===== src/rtl/pipe_ctrl.sv =====
// Pipeline sequencing unit: per-stage valid/PC tracking, stall-to-hold expansion,
// wrong-path kill on a resolved jump, and retire/stall/flush trace counters.
module pipe_ctrl #(
  parameter int                STAGES   = 5,
  parameter int                PC_W     = 32,
  parameter int                CNT_W    = 32,
  parameter logic [PC_W-1:0]   RESET_PC = '0
) (
  input  logic                       clk,
  input  logic                       reset,
  input  logic                       f_valid,
  input  logic [PC_W-1:0]            f_pc,
  input  logic [STAGES-1:0]          stall_req,
  input  logic                       flush_req,
  input  logic [$clog2(STAGES)-1:0]  flush_stage,
  output logic [STAGES-1:0]          hold,
  output logic [STAGES-1:0]          nop,
  output logic [STAGES*PC_W-1:0]     stage_pc,
  output logic                       retire,
  output logic [PC_W-1:0]            retire_pc,
  output logic [CNT_W-1:0]           retired_cnt,
  output logic [CNT_W-1:0]           stall_cnt,
  output logic [CNT_W-1:0]           flush_cnt
);

  localparam int              FS_W   = $clog2(STAGES);
  localparam logic [FS_W-1:0] FS_MAX = FS_W'(STAGES - 2);

  logic [STAGES-1:0] valid_q, valid_d;
  logic [PC_W-1:0]   pc_q [STAGES];
  logic [PC_W-1:0]   pc_d [STAGES];
  logic [STAGES-1:0] hold_w;
  logic [STAGES-1:0] kill_w;
  logic [FS_W-1:0]   fs_w;
  logic              flush_ok_w;
  logic              retire_w;
  logic [CNT_W-1:0]  retired_cnt_q, retired_cnt_d;
  logic [CNT_W-1:0]  stall_cnt_q, stall_cnt_d;
  logic [CNT_W-1:0]  flush_cnt_q, flush_cnt_d;

  // A stall in stage i must also freeze every younger (lower-index) stage.
  always_comb begin
    logic acc;
    acc    = 1'b0;
    hold_w = '0;
    for (int i = STAGES - 1; i >= 0; i--) begin
      acc       = acc | stall_req[i];
      hold_w[i] = acc;
    end
  end

  // The last stage has nowhere to send a jump, so the resolver index is clamped.
  always_comb begin
    fs_w       = (flush_stage > FS_MAX) ? FS_MAX : flush_stage;
    flush_ok_w = flush_req & ~hold_w[fs_w];
    kill_w     = '0;
    for (int i = 0; i < STAGES; i++) begin
      kill_w[i] = flush_ok_w && (i <= int'(fs_w));
    end
  end

  genvar gi;
  generate
    for (gi = 0; gi < STAGES; gi++) begin : g_stage
      if (gi == 0) begin : g_head
        assign pc_d[gi]    = hold_w[gi] ? pc_q[gi] : f_pc;
        assign valid_d[gi] = kill_w[gi] ? 1'b0 :
                             hold_w[gi] ? valid_q[gi] : f_valid;
      end else begin : g_body
        assign pc_d[gi]    = hold_w[gi] ? pc_q[gi] : pc_q[gi-1];
        // A held neighbour below leaves a bubble behind in this stage.
        assign valid_d[gi] = kill_w[gi] ? 1'b0 :
                             hold_w[gi] ? valid_q[gi] :
                             (hold_w[gi-1] ? 1'b0 : valid_q[gi-1]);
      end
      assign stage_pc[gi*PC_W +: PC_W] = pc_q[gi];
    end
  endgenerate

  assign retire_w      = valid_q[STAGES-1] & ~hold_w[STAGES-1];
  assign retired_cnt_d = retired_cnt_q + CNT_W'(retire_w);
  assign stall_cnt_d   = stall_cnt_q + CNT_W'(|stall_req);
  assign flush_cnt_d   = flush_cnt_q + CNT_W'(flush_ok_w);

  always_ff @(posedge clk or negedge reset) begin
    if (!reset) begin
      valid_q       <= '0;
      retired_cnt_q <= '0;
      stall_cnt_q   <= '0;
      flush_cnt_q   <= '0;
      for (int i = 0; i < STAGES; i++) begin
        pc_q[i] <= RESET_PC;
      end
    end else begin
      valid_q       <= valid_d;
      retired_cnt_q <= retired_cnt_d;
      stall_cnt_q   <= stall_cnt_d;
      flush_cnt_q   <= flush_cnt_d;
      for (int i = 0; i < STAGES; i++) begin
        pc_q[i] <= pc_d[i];
      end
    end
  end

  assign hold        = hold_w;
  assign nop         = ~valid_q;
  assign retire      = retire_w;
  assign retire_pc   = pc_q[STAGES-1];
  assign retired_cnt = retired_cnt_q;
  assign stall_cnt   = stall_cnt_q;
  assign flush_cnt   = flush_cnt_q;

endmodule


===== config.mk =====
export PLATFORM = sky130hd
export DESIGN_NAME = pipe_ctrl
export DESIGN_NICKNAME = d
export VERILOG_FILES = /design/src/rtl/pipe_ctrl.sv
export SDC_FILE = /design/constraint.sdc
export NUM_CORES = 1
export LEC_CHECK = 0
export CORE_MARGIN = 3
export CORE_UTILIZATION = 47
export DETAILED_ROUTE_END_ITERATION = 7
export GPL_TIMING_DRIVEN = 0
export PLACE_DENSITY = 0.9
export RECOVER_POWER = 100
export SYNTH_ARGS = -nofsm -noshare
export SYNTH_HDL_FRONTEND = slang
export SYNTH_SLANG_ARGS = --single-unit

===== constraint.sdc =====
create_clock -name clk -period 2.35 [get_ports clk]
set_clock_uncertainty 0.2 [all_clocks]
set_input_delay 0.47 -clock clk [delete_from_list [all_inputs] [get_ports clk]]
set_output_delay 0.47 -clock clk [all_outputs]
set_load 0.05 [all_outputs]

==> impl_metrics.prom, run 1 <==
# TYPE chip_impl_metric gauge
chip_impl_info{name="run_status",value="finished, final reports clean"} 1
chip_impl_metric{name="fin_nets",unit=""} 1221
chip_impl_metric{name="clkPwrFrac",unit="%"} 21.9
chip_impl_metric{name="worst_r2r_path_depth",unit=""} 9
chip_impl_metric{name="power-per-cell-area",unit="nW/um^2"} 1302
chip_impl_metric{name="place.detailed.hpwl",unit="microns"} 21700
chip_impl_metric{name="number_of_antenna_violations_at_the_first_check_in_global_routing",unit=""} 2
chip_impl_metric{name="post_route_utilization",unit="%"} 69.64
chip_impl_metric{name="critPathRequiredTime",unit="ns"} 2.58
chip_impl_metric{name="vdd_drop_max",unit="uV"} 1021
chip_impl_info{name="critical-path-slowest-cell",value="or4_4"} 1
chip_impl_metric{name="setup-tns-final",unit="ns"} 0
chip_impl_metric{name="std_cell_rows",unit=""} 54
chip_impl_metric{name="maxClockFrequency",unit="MHz"} 431.5
chip_impl_metric{name="power_frac_comb",unit="%"} 44.7
chip_impl_metric{name="worstMarginPinSlew",unit="ns"} 0.9105
chip_impl_metric{name="overflow",unit=""} 0
chip_impl_metric{name="cp.arrival",unit="ns"} 2.55
chip_impl_info{name="final_cell_mix",value="291 x dlygate4sd2_1, 253 x dfrtp_1, 131 x mux2_2"} 1
chip_impl_metric{name="post_drt_wl_per_cell",unit="microns"} 20.52
chip_impl_metric{name="layout-area-overhead-vs-synth",unit="%"} 43.06
chip_impl_metric{name="design_power_total",unit="mW"} 20.09
chip_impl_info{name="reg2reg_to",value="retired_cnt[22]$_DFF_PN0_"} 1
chip_impl_metric{name="clkLatencyLatePin",unit="ns"} 0.53
chip_impl_metric{name="synth_seq_area_share",unit="%"} 60.54
chip_impl_metric{name="syn-mean-instance-area",unit="sq um"} 13.85
chip_impl_metric{name="path_buf_inv",unit=""} 1
chip_impl_metric{name="detailed_place.area",unit="sq um"} 14950
chip_impl_metric{name="seqPwrFrac",unit="%"} 33.4
chip_impl_metric{name="net_count_of_the_mapped_netlist",unit=""} 829
chip_impl_metric{name="non_filler_instance_count_after_layout",unit=""} 1471
chip_impl_metric{name="dr_total_vias",unit=""} 7749
chip_impl_metric{name="clkSlewWorstSetupHoldPaths",unit="ns"} 0.06
chip_impl_metric{name="ant_nets",unit=""} 0
chip_impl_info{name="clock-root-buffer",value="clkbuf_16"} 1
chip_impl_metric{name="maxSlewViolCount",unit=""} 0
chip_impl_metric{name="final_hold_viol_count",unit=""} 0
chip_impl_metric{name="drt_pass1_iterations",unit=""} 4
chip_impl_metric{name="postSynthRegisterBits",unit=""} 261
chip_impl_metric{name="globalplace.congestion",unit=""} 0.8419
chip_impl_metric{name="die_area",unit="sq um"} 24810
chip_impl_metric{name="routed_wl",unit="microns"} 30180
chip_impl_info{name="critPathCaptureType",value="flip-flop"} 1
chip_impl_metric{name="synthesis.area",unit="sq um"} 10790
chip_impl_info{name="final_common_cell",value="dlygate4sd2_1"} 1
chip_impl_info{name="worst-setup-path-type",value="in2reg"} 1
chip_impl_metric{name="reg2reg_slack",unit="ns"} 0.06
chip_impl_metric{name="largest_net_degree_at_the_start_of_global_routing",unit=""} 122
chip_impl_metric{name="power.leakage",unit="nW"} 8.042
chip_impl_info{name="hold_path_class",value="in2reg"} 1
chip_impl_metric{name="dieWidth",unit="microns"} 157.5
chip_impl_metric{name="grt_pass1_wl",unit="microns"} 46950
chip_impl_metric{name="synth_edf_count",unit=""} 0
chip_impl_metric{name="share_of_final_layout_standard_cells_stronger_than_drive_strength_1",unit="%"} 24.87
chip_impl_info{name="cpLargestDelayFamily",value="simple AND/OR/NAND/NOR gates"} 1
chip_impl_metric{name="dpl_worst_slack",unit="ns"} -1.376
chip_impl_metric{name="slew_headroom",unit="%"} 39.30
chip_impl_metric{name="initial_core_util",unit="%"} 48.68
chip_impl_metric{name="sink_count",unit=""} 261
chip_impl_metric{name="post-route-period-util",unit="%"} 98.61
chip_impl_info{name="cts_tree",value="yes"} 1
chip_impl_metric{name="crit_path_max_fanout",unit=""} 10
chip_impl_metric{name="cell_internal_pwr",unit="mW"} 10.81
chip_impl_metric{name="setup_violations",unit=""} 0
chip_impl_metric{name="floorplan.io_pins",unit=""} 343
chip_impl_metric{name="post-route-cell-area",unit="sq um"} 15430
chip_impl_metric{name="die_h",unit="microns"} 157.5
chip_impl_metric{name="core_area",unit="sq um"} 22160
chip_impl_metric{name="vias_in_the_first_global_route",unit=""} 8245
chip_impl_metric{name="drt_iter0_drc",unit=""} 347
chip_impl_info{name="crit_path_cell_trace",value="buf_8, or4_4, o22ai_4, and2_4, ha_4, nand2_4, nor3_4, nand4_1, xnor2_1"} 1
chip_impl_info{name="startpoint_type",value="input pin"} 1
chip_impl_metric{name="synthesis.yosys.warnings",unit=""} 0
chip_impl_metric{name="track_usage",unit="%"} 24.17
chip_impl_info{name="regToRegStartpoint",value="valid_q[4]$_DFFE_PN0P_"} 1
chip_impl_metric{name="post_layout_worst_setup_margin",unit="ns"} 0.03255
chip_impl_metric{name="remaining_drc_errors",unit=""} 0
chip_impl_metric{name="numPlacedInstances",unit=""} 1402
chip_impl_metric{name="whs",unit="ns"} 0.03260
chip_impl_metric{name="hold_depth",unit=""} 2
chip_impl_metric{name="clockBufferDepth",unit=""} 3
chip_impl_metric{name="portBuffers",unit=""} 341
chip_impl_metric{name="synth_unique_cells",unit=""} 36
chip_impl_info{name="min_from",value="stall_req[4]"} 1
chip_impl_metric{name="postSynth.asyncResetShare",unit="%"} 100.0
chip_impl_info{name="hold-path-endpoint",value="retire_pc[31]$_DFFE_PN0N_"} 1
chip_impl_metric{name="viasPerCell",unit=""} 5.268
chip_impl_metric{name="switching_share",unit="%"} 46.20
chip_impl_metric{name="max_stage_delay",unit="ns"} 0.61
chip_impl_info{name="ys_dominant_reg_cell",value="dfrtp_1"} 1
chip_impl_metric{name="maxCapViolCount",unit=""} 0
chip_impl_metric{name="syn-instance-count",unit=""} 779
chip_impl_metric{name="cts_inserted_buffers",unit=""} 29
chip_impl_metric{name="final_period_minus_worst_setup_slack",unit="ns"} 2.317
chip_impl_metric{name="net-switching-power",unit="mW"} 9.281
chip_impl_metric{name="cts_htree_levels",unit=""} 1
timing repair:
item	CTS	global route
setup endpoints to repair	337	25
pin swaps	5	6
hold endpoints to repair	41	0
buffers inserted	14	7
resized for setup	344	7
hold buffers	1	0
registers in the layout (all words and copies together) (netlist names):
name	flops
retired_cnt	32
stall_cnt	32
flush_cnt	32
stage_pc	128
retire_pc	32
valid_q	5
cells in the mapped netlist (6+ instances only):
master | instances | area share (%)
dfrtp_1 | 261 | 61
mux2_2 | 131 | 14
xnor2_1 | 60 | 4.9
buf_4 | 34 | 2.4
nand2_1 | 32 | 1.1
nand3_1 | 32 | 1.5
nand4_1 | 31 | 1.8
xor2_1 | 30 | 2.4
mux2_4 | 29 | 4.0
nor2_1 | 18 | 0.63
and3_1 | 15 | 0.87
inv_1 | 15 | 0.52
nor3_1 | 15 | 0.70
clkbuf_1 | 10 | 0.35
nor4_1 | 8 | 0.46
and2_1 | 7 | 0.41
and4_1 | 7 | 0.57
ha_1 | 6 | 0.70
worst max-delay path by stage:
stage	start	endpoint	slack [ns]	cells after the start
finish	stall_req[4]	flush_cnt[17]$_DFF_PN0_	0.03	9
global route	valid_q[4]$_DFFE_PN0P_	retired_cnt[22]$_DFF_PN0_	-0.05	9
CTS	flush_cnt[1]$_DFF_PN0_	flush_cnt[1]	0.005	1
detailed placement	stall_req[2]	hold[2]	-1.38	5
global placement	reset	retired_cnt[11]$_DFF_PN0_	-11.29	1
floorplan	stall_req[4]	flush_cnt[24]$_DFF_PN0_	-0.26	11
metal layers:
| metal | share of wire (%) | up-vias | track usage (%) |
|---|---|---|---|
| li1 | - | 3474 | - |
| met1 | 38 | 3898 | 28.99 |
| met2 | 51 | 325 | 42.85 |
| met3 | 8.6 | 50 | 6.929 |
| met4 | 2.3 | 2 | 6.405 |
| met5 | 0.043 | - | 0 |
kinds of logic (layout without fill, tap and decap cells):
| logic type | Yosys count | in the layout | share of synthesized area [%] |
|---|---|---|---|
| other cells | 0 | 1 | 0 |
| flops | 261 | 261 | 60.54 |
| xor+xnor | 90 | 90 | 7.307 |
| mux | 161 | 161 | 17.80 |
| compound gates | 12 | 12 | 0.6147 |
| fa+ha+maj | 6 | 6 | 0.6959 |
| buf+inv | 73 | 484 | 4.071 |
| simple gates | 176 | 176 | 8.966 |
cell type report:
class	count	area (sq um)
multi-input cells	445	3926
clock inverters	11	95.09
clock buffers	39	843.3
well taps	280	350.3
flip-flops and latches	261	6541
plain buffers	53	360.3
inverters	16	72.57
fillers	1623	6728
diodes	1	2.502
repair buffers	365	3242
power by group through the flow:
| stage | combinational, mW | clock, mW | sequential (mW) |
|---|---|---|---|
| 6_report | 8.99 | 4.40 | 6.70 |
| 2_1_floorplan | 2.55 | 0 | 10.6 |
| 4_1_cts | 9.18 | 4.48 | 6.73 |
| 5_1_grt | 9.33 | 4.70 | 6.88 |
| 3_3_place_gp | 9.99 | 0 | 6.75 |
| 3_5_place_dp | 10.1 | 0 | 6.82 |
(Power assumes the default switching activity.)
==> run 2, diff against run 1 <==
CORE_MARGIN = 5   (was 3)
==> run 2 against run 1 <==
Cell area increased by 1.7%. Highest routed layer is now met4. Non-clock buffer count down 5. Critical path depth fell by 4. Sequential share of layout area down 0.72 points. Cell count rose by 0.34%. Hold slack worse by 0.017 ns. Clock-buffer cell count increased by 8.
==> impl_metrics.prom, run 2 (synthesized netlist as in run 1, its figures left out) <==
# TYPE chip_impl_metric gauge
chip_impl_info{name="run_status",value="finished, final reports clean"} 1
chip_impl_metric{name="switching_share",unit="%"} 45.41
chip_impl_metric{name="clkPwrFrac",unit="%"} 22.7
chip_impl_metric{name="largest_net_degree_at_the_start_of_global_routing",unit=""} 124
chip_impl_metric{name="design_power_total",unit="mW"} 20.40
chip_impl_info{name="startpoint_type",value="input pin"} 1
chip_impl_metric{name="setup-tns-final",unit="ns"} 0
chip_impl_info{name="worst-setup-path-type",value="in2out"} 1
chip_impl_metric{name="remaining_drc_errors",unit=""} 0
chip_impl_metric{name="vdd_drop_max",unit="uV"} 1175
chip_impl_metric{name="post_drt_wl_per_cell",unit="microns"} 20.67
chip_impl_metric{name="drt_iter0_drc",unit=""} 332
chip_impl_metric{name="net-switching-power",unit="mW"} 9.264
chip_impl_info{name="final_common_cell",value="dlygate4sd2_1"} 1
chip_impl_metric{name="dpl_worst_slack",unit="ns"} -1.470
chip_impl_metric{name="register_area",unit="sq um"} 6541
chip_impl_metric{name="crit_path_max_fanout",unit=""} 10
chip_impl_metric{name="viasPerCell",unit=""} 5.249
chip_impl_metric{name="core_area",unit="sq um"} 22640
chip_impl_metric{name="slew_headroom",unit="%"} 27.69
chip_impl_metric{name="overflow",unit=""} 0
chip_impl_metric{name="seqPwrFrac",unit="%"} 32.7
chip_impl_info{name="critPathCaptureType",value="primary output"} 1
chip_impl_metric{name="floorplan.io_pins",unit=""} 343
chip_impl_metric{name="place.detailed.hpwl",unit="microns"} 21400
chip_impl_metric{name="layout-area-overhead-vs-synth",unit="%"} 45.54
chip_impl_metric{name="critPathRequiredTime",unit="ns"} 1.68
chip_impl_metric{name="cell_internal_pwr",unit="mW"} 11.13
chip_impl_metric{name="setup_violations",unit=""} 0
chip_impl_metric{name="worst_r2r_path_depth",unit=""} 8
chip_impl_metric{name="power-per-cell-area",unit="nW/um^2"} 1299
chip_impl_metric{name="final_period_minus_worst_setup_slack",unit="ns"} 2.322
chip_impl_info{name="clock-root-buffer",value="clkbuf_16"} 1
chip_impl_metric{name="clockBufferDepth",unit=""} 3
chip_impl_metric{name="dr_total_vias",unit=""} 7747
chip_impl_metric{name="cp.arrival",unit="ns"} 1.65
chip_impl_info{name="min_from",value="stall_req[4]"} 1
chip_impl_metric{name="cts_htree_levels",unit=""} 1
chip_impl_metric{name="drt_pass1_iterations",unit=""} 4
chip_impl_metric{name="track_usage",unit="%"} 23.37
chip_impl_metric{name="portBuffers",unit=""} 341
chip_impl_metric{name="power.leakage",unit="nW"} 8.226
chip_impl_metric{name="n_fill_cell",unit=""} 1659
chip_impl_metric{name="post-route-period-util",unit="%"} 98.83
chip_impl_metric{name="grt_pass1_wl",unit="microns"} 48550
chip_impl_metric{name="largest_reg_flops",unit=""} 128
chip_impl_metric{name="share_of_final_layout_standard_cells_stronger_than_drive_strength_1",unit="%"} 27.42
chip_impl_metric{name="initial_core_util",unit="%"} 47.65
chip_impl_metric{name="maxCapViolCount",unit=""} 0
chip_impl_metric{name="vias_in_the_first_global_route",unit=""} 8464
chip_impl_info{name="reg2reg_to",value="retired_cnt[18]$_DFF_PN0_"} 1
chip_impl_metric{name="die_h",unit="microns"} 161.5
chip_impl_metric{name="std_cell_rows",unit=""} 55
chip_impl_info{name="hold-path-endpoint",value="retire_pc[31]$_DFFE_PN0N_"} 1
chip_impl_metric{name="power_frac_comb",unit="%"} 44.7
chip_impl_metric{name="worstMarginPinSlew",unit="ns"} 1.085
chip_impl_metric{name="die_area",unit="sq um"} 26080
chip_impl_metric{name="maxSlewViolCount",unit=""} 0
chip_impl_metric{name="cts_inserted_buffers",unit=""} 29
chip_impl_metric{name="routed_wl",unit="microns"} 30510
chip_impl_metric{name="globalplace.congestion",unit=""} 0.8256
chip_impl_info{name="regToRegStartpoint",value="valid_q[4]$_DFFE_PN0P_"} 1
chip_impl_metric{name="post_layout_worst_setup_margin",unit="ns"} 0.02761
chip_impl_metric{name="clkLatencyLatePin",unit="ns"} 0.54
chip_impl_metric{name="fin_nets",unit=""} 1216
chip_impl_metric{name="maxClockFrequency",unit="MHz"} 430.6
chip_impl_metric{name="hold_depth",unit=""} 2
chip_impl_metric{name="final_hold_viol_count",unit=""} 0
chip_impl_metric{name="number_of_antenna_violations_at_the_first_check_in_global_routing",unit=""} 2
chip_impl_metric{name="area_taken_by_multi_input_logic_gates",unit="sq um"} 4113
chip_impl_metric{name="ant_nets",unit=""} 0
chip_impl_info{name="hold_path_class",value="in2reg"} 1
chip_impl_info{name="cts_tree",value="yes"} 1
chip_impl_metric{name="clkSlewWorstSetupHoldPaths",unit="ns"} 0.06
chip_impl_metric{name="sink_count",unit=""} 261
chip_impl_info{name="final_cell_mix",value="294 x dlygate4sd2_1, 253 x dfrtp_1, 130 x mux2_2"} 1
chip_impl_metric{name="reg2reg_slack",unit="ns"} 0.11
chip_impl_metric{name="dieWidth",unit="microns"} 161.5
-- run 2: cell types whose count changed in the layout (fill, tap and decap cells not counted), moves of 3 or more --
cell	change
buf_2	-4
buf_4	+4
clkbuf_1	+3
clkbuf_2	-4
clkinv_2	-4
dlygate4sd2_1	+3
mux2_1	-26
mux2_4	+27
nor3_1	-6
nor3_2	+6
nor4_1	-4
-- run 2: worst max-delay path, stage by stage --
cell and delay, ns:
buf_12 0.12, or4_4 0.54, buf_12 0.16, buf_4 0.18
buf_6 0.17
-- run 2: power by group through the flow --
stage	combinational [mW]	sequential (mW)	clock (mW)
3_3_place_gp	9.99	6.70	0
3_5_place_dp	10.1	6.77	0
4_1_cts	9.18	6.68	4.72
5_1_grt	9.45	6.85	4.89
2_1_floorplan	2.55	10.6	0
6_report	9.11	6.66	4.62
-- run 2: worst max-delay path by stage --
stage / cells past startpoint / start / endpoint
2_1_floorplan: 11 / stall_req[4] / flush_cnt[24]$_DFF_PN0_
3_3_place_gp: 1 / reset / retired_cnt[10]$_DFF_PN0_
3_5_place_dp: 5 / stall_req[2] / hold[2]
4_1_cts: 6 / stall_req[4] / hold[0]
5_1_grt: 8 / valid_q[4]$_DFFE_PN0P_ / retired_cnt[18]$_DFF_PN0_
6_report: 5 / stall_req[4] / hold[1]
-- run 2: layout make-up --
class / count / share of cell area (%)
Clock inverter: 7 / 0.7651
Tap cell: 285 / 2.271
Antenna cell: 2 / 0.03188
Buffer: 53 / 2.582
Multi-Input combinational cell: 445 / 26.20
Timing Repair Buffer: 360 / 20.53
Clock buffer: 47 / 5.499
Inverter: 16 / 0.4622
Sequential cell: 261 / 41.66
-- run 2: per-layer routing --
metal | share of wire [%] | vias up | track usage, %
met5 | 0 | - | 0
met4 | 3.3 | 0 | 8.026
met3 | 7.3 | 60 | 6.481
met2 | 52 | 285 | 41.06
met1 | 38 | 3921 | 27.70
li1 | - | 3481 | -
-- run 2: what timing repair did --
| action | CTS | global route |
|---|---|---|
| buffers inserted | 13 | 3 |
| gates resized for setup | 343 | 5 |
| setup endpoints to repair | 356 | 23 |
| hold buffers | 1 | 0 |
| endpoints found under the hold margin | 182 | 0 |
| pin swaps | 4 | 6 |
-- run 2: per-stage QoR --
stage	utilization [%]	instances	hold WS, ns	area (sq um)
3_5_place_dp	66.05	1407	0.1235	14950
5_1_grt	69.35	1476	0.006881	15700
3_3_place_gp	65.78	1405	0.2561	14890
4_1_cts	69.30	1472	0.0006843	15690
6_report	69.35	1476	0.01519	15700
2_1_floorplan	-	779	-0.02559	11120
==> run 3, diff against run 2 <==
--- a/constraint.sdc
+++ b/constraint.sdc
@@ -4,2 +4,2 @@
 set_output_delay 0.47 -clock clk [all_outputs]
-set_load 0.05 [all_outputs]
+set_load 0.02 [all_outputs]
==> run 3 against run 2 <==
Combinational power fell by 30%. Hold slack improved by 0.025 ns. Fmax rose by 0.31%. Cell area decreased by 1.4%. Sequential cell count did not move. Clock-buffer cell count fell by 6. Sequential power barely moved. Sequential share of layout area is 0.51 points higher. Clock power is 6.1% lower. Via count down 1.3%.
==> impl_metrics.prom, run 3 (synthesized netlist as in run 1, its figures left out) <==
# TYPE chip_impl_metric gauge
chip_impl_metric{name="max_stage_delay",unit="ns"} 0.65
chip_impl_info{name="hold_path_class",value="in2reg"} 1
chip_impl_metric{name="post_drt_wl_per_cell",unit="microns"} 20.87
chip_impl_info{name="startpoint_type",value="flip-flop"} 1
chip_impl_metric{name="maxSlewViolCount",unit=""} 0
chip_impl_metric{name="vias_in_the_first_global_route",unit=""} 8407
chip_impl_info{name="crit_path_cell_trace",value="clkdlybuf4s50_1"} 1
chip_impl_metric{name="cts_htree_levels",unit=""} 1
chip_impl_metric{name="clockBufferDepth",unit=""} 3
chip_impl_metric{name="clkSlewWorstSetupHoldPaths",unit="ns"} 0.06
chip_impl_info{name="final_cell_mix",value="261 x dfrtp_1, 203 x clkdlybuf4s50_1, 130 x mux2_2"} 1
chip_impl_metric{name="die_h",unit="microns"} 161.5
chip_impl_metric{name="ant_nets",unit=""} 0
chip_impl_metric{name="drt_pass1_iterations",unit=""} 4
chip_impl_metric{name="clkLatencyLatePin",unit="ns"} 0.52
chip_impl_metric{name="core_area",unit="sq um"} 22640
chip_impl_info{name="worst-setup-path-type",value="reg2out"} 1
chip_impl_metric{name="final_hold_viol_count",unit=""} 0
chip_impl_metric{name="design_power_total",unit="mW"} 17.41
chip_impl_metric{name="cts_inserted_buffers",unit=""} 28
chip_impl_metric{name="reg2reg_slack",unit="ns"} 0.16
chip_impl_info{name="critPathCaptureType",value="primary output"} 1
chip_impl_info{name="reg2reg_to",value="retired_cnt[26]$_DFF_PN0_"} 1
chip_impl_metric{name="dieWidth",unit="microns"} 161.5
chip_impl_metric{name="power-per-cell-area",unit="nW/um^2"} 1124
chip_impl_metric{name="n_fill_cell",unit=""} 1549
chip_impl_metric{name="floorplan.io_pins",unit=""} 343
chip_impl_metric{name="share_of_final_layout_standard_cells_stronger_than_drive_strength_1",unit="%"} 22.00
chip_impl_info{name="cpLargestDelayFamily",value="buffers and inverters"} 1
chip_impl_metric{name="non_filler_instance_count_after_layout",unit=""} 1468
chip_impl_info{name="regToRegStartpoint",value="retired_cnt[9]$_DFF_PN0_"} 1
chip_impl_metric{name="globalplace.congestion",unit=""} 0.8432
chip_impl_metric{name="sink_count",unit=""} 261
chip_impl_metric{name="crit_path_max_fanout",unit=""} 7
chip_impl_metric{name="critPathRequiredTime",unit="ns"} 1.68
chip_impl_metric{name="detailed_place.area",unit="sq um"} 14820
chip_impl_metric{name="largest_reg_flops",unit=""} 128
chip_impl_metric{name="std_cell_rows",unit=""} 55
chip_impl_metric{name="remaining_drc_errors",unit=""} 0
chip_impl_metric{name="setup_violations",unit=""} 0
chip_impl_info{name="critical-path-slowest-cell",value="clkdlybuf4s50_1"} 1
chip_impl_info{name="cp-endpoint",value="flush_cnt[9]"} 1
chip_impl_info{name="cts_tree",value="yes"} 1
chip_impl_metric{name="final_period_minus_worst_setup_slack",unit="ns"} 2.315
chip_impl_metric{name="power.leakage",unit="nW"} 7.152
chip_impl_metric{name="fin_nets",unit=""} 1212
chip_impl_metric{name="whs",unit="ns"} 0.03969
chip_impl_metric{name="post-route-cell-area",unit="sq um"} 15480
chip_impl_metric{name="overflow",unit=""} 0
chip_impl_metric{name="die_area",unit="sq um"} 26080
chip_impl_metric{name="dr_total_vias",unit=""} 7643
chip_impl_metric{name="viasPerCell",unit=""} 5.206
chip_impl_metric{name="track_usage",unit="%"} 22.93
chip_impl_metric{name="cp.arrival",unit="ns"} 1.65
chip_impl_metric{name="drt_iter0_drc",unit=""} 373
chip_impl_metric{name="slew_headroom",unit="%"} 24.79
chip_impl_metric{name="maxClockFrequency",unit="MHz"} 431.9
chip_impl_info{name="critical_path.startpoint",value="flush_cnt[9]$_DFF_PN0_"} 1
chip_impl_metric{name="path_buf_inv",unit=""} 1
chip_impl_metric{name="routed_wl",unit="microns"} 30640
chip_impl_metric{name="setup-tns-final",unit="ns"} 0
chip_impl_metric{name="portBuffers",unit=""} 341
chip_impl_metric{name="critical_path_cell_count",unit=""} 1
chip_impl_metric{name="largest_net_degree_at_the_start_of_global_routing",unit=""} 124
chip_impl_info{name="final_common_cell",value="dfrtp_1"} 1
chip_impl_metric{name="worst_r2r_path_depth",unit=""} 4
chip_impl_metric{name="maxCapViolCount",unit=""} 0
chip_impl_metric{name="grt_pass1_wl",unit="microns"} 47770
chip_impl_metric{name="layout-area-overhead-vs-synth",unit="%"} 43.54
chip_impl_metric{name="worstMarginPinSlew",unit="ns"} 1.128
chip_impl_metric{name="numPlacedInstances",unit=""} 1407
chip_impl_metric{name="number_of_antenna_violations_at_the_first_check_in_global_routing",unit=""} 1
chip_impl_metric{name="vdd_drop_max",unit="uV"} 1118
chip_impl_metric{name="post-route-period-util",unit="%"} 98.52
chip_impl_info{name="run_status",value="finished, final reports clean"} 1
chip_impl_info{name="clock-root-buffer",value="clkbuf_16"} 1
chip_impl_metric{name="place.detailed.hpwl",unit="microns"} 21810
chip_impl_metric{name="initial_core_util",unit="%"} 47.65
run 3: metal layers:
| metal | wire [microns] | track usage (%) |
|---|---|---|
| met1 | 11540 | 26.65 |
| met2 | 15830 | 40.35 |
| met3 | 2502 | 7.732 |
| met4 | 765 | 6.863 |
| met5 | 0 | 0 |
run 3: final cells by class:
class	count	area (sq um)	area share [%]
timing repair buffer	356	3369	21.76
clock inverter	9	101.3	0.6545
sequential	261	6531	42.18
multi-input combinational	445	3861	24.94
tap	285	356.6	2.303
antenna	1	2.502	0.01616
clock buffer	41	810.8	5.236
buffer	54	379.1	2.448
inverter	16	72.57	0.4686
run 3: worst min path at each step:
stage | from | endpoint | slack [ns] | depth (start not counted)
after CTS | stall_req[4] | retire_pc[31]$_DFFE_PN0N_ | 0.02 | 2
after floorplan | reset | flush_cnt[0]$_DFF_PN0_ | -0.03 | 0
after global routing | stall_req[4] | retire_pc[1]$_DFFE_PN0N_ | 0.02 | 2
after global placement | retired_cnt[31]$_DFF_PN0_ | retired_cnt[31]$_DFF_PN0_ | 0.26 | 1
after detailed placement | reset | retired_cnt[28]$_DFF_PN0_ | 0.11 | 1
final | stall_req[4] | retire_pc[1]$_DFFE_PN0N_ | 0.04 | 2
run 3: through the flow:
step | utilization, % | setup WS [ns]
floorplan | - | -0.2273
global placement | 65.19 | -10.35
detailed placement | 65.46 | -1.288
CTS | 69.84 | 0.0008284
global route | 68.39 | -0.008369
finish | 68.39 | 0.03485
run 3: power by group:
group | internal, mW | switching (mW) | total, mW
registers | 5.66 | 1.03 | 6.69
clock network | 2.60 | 1.74 | 4.34
logic | 3.15 | 3.22 | 6.37
run 3: repair_timing:
| action | 4_1_cts | 5_1_grt |
|---|---|---|
| setup buffers | 8 | 4 |
| pin swaps | 5 | 5 |
| endpoints found under the hold margin | 183 | 0 |
| endpoints found under the setup margin | 62 | 59 |
| gates resized for setup | 45 | 31 |
| hold buffers | 1 | 0 |
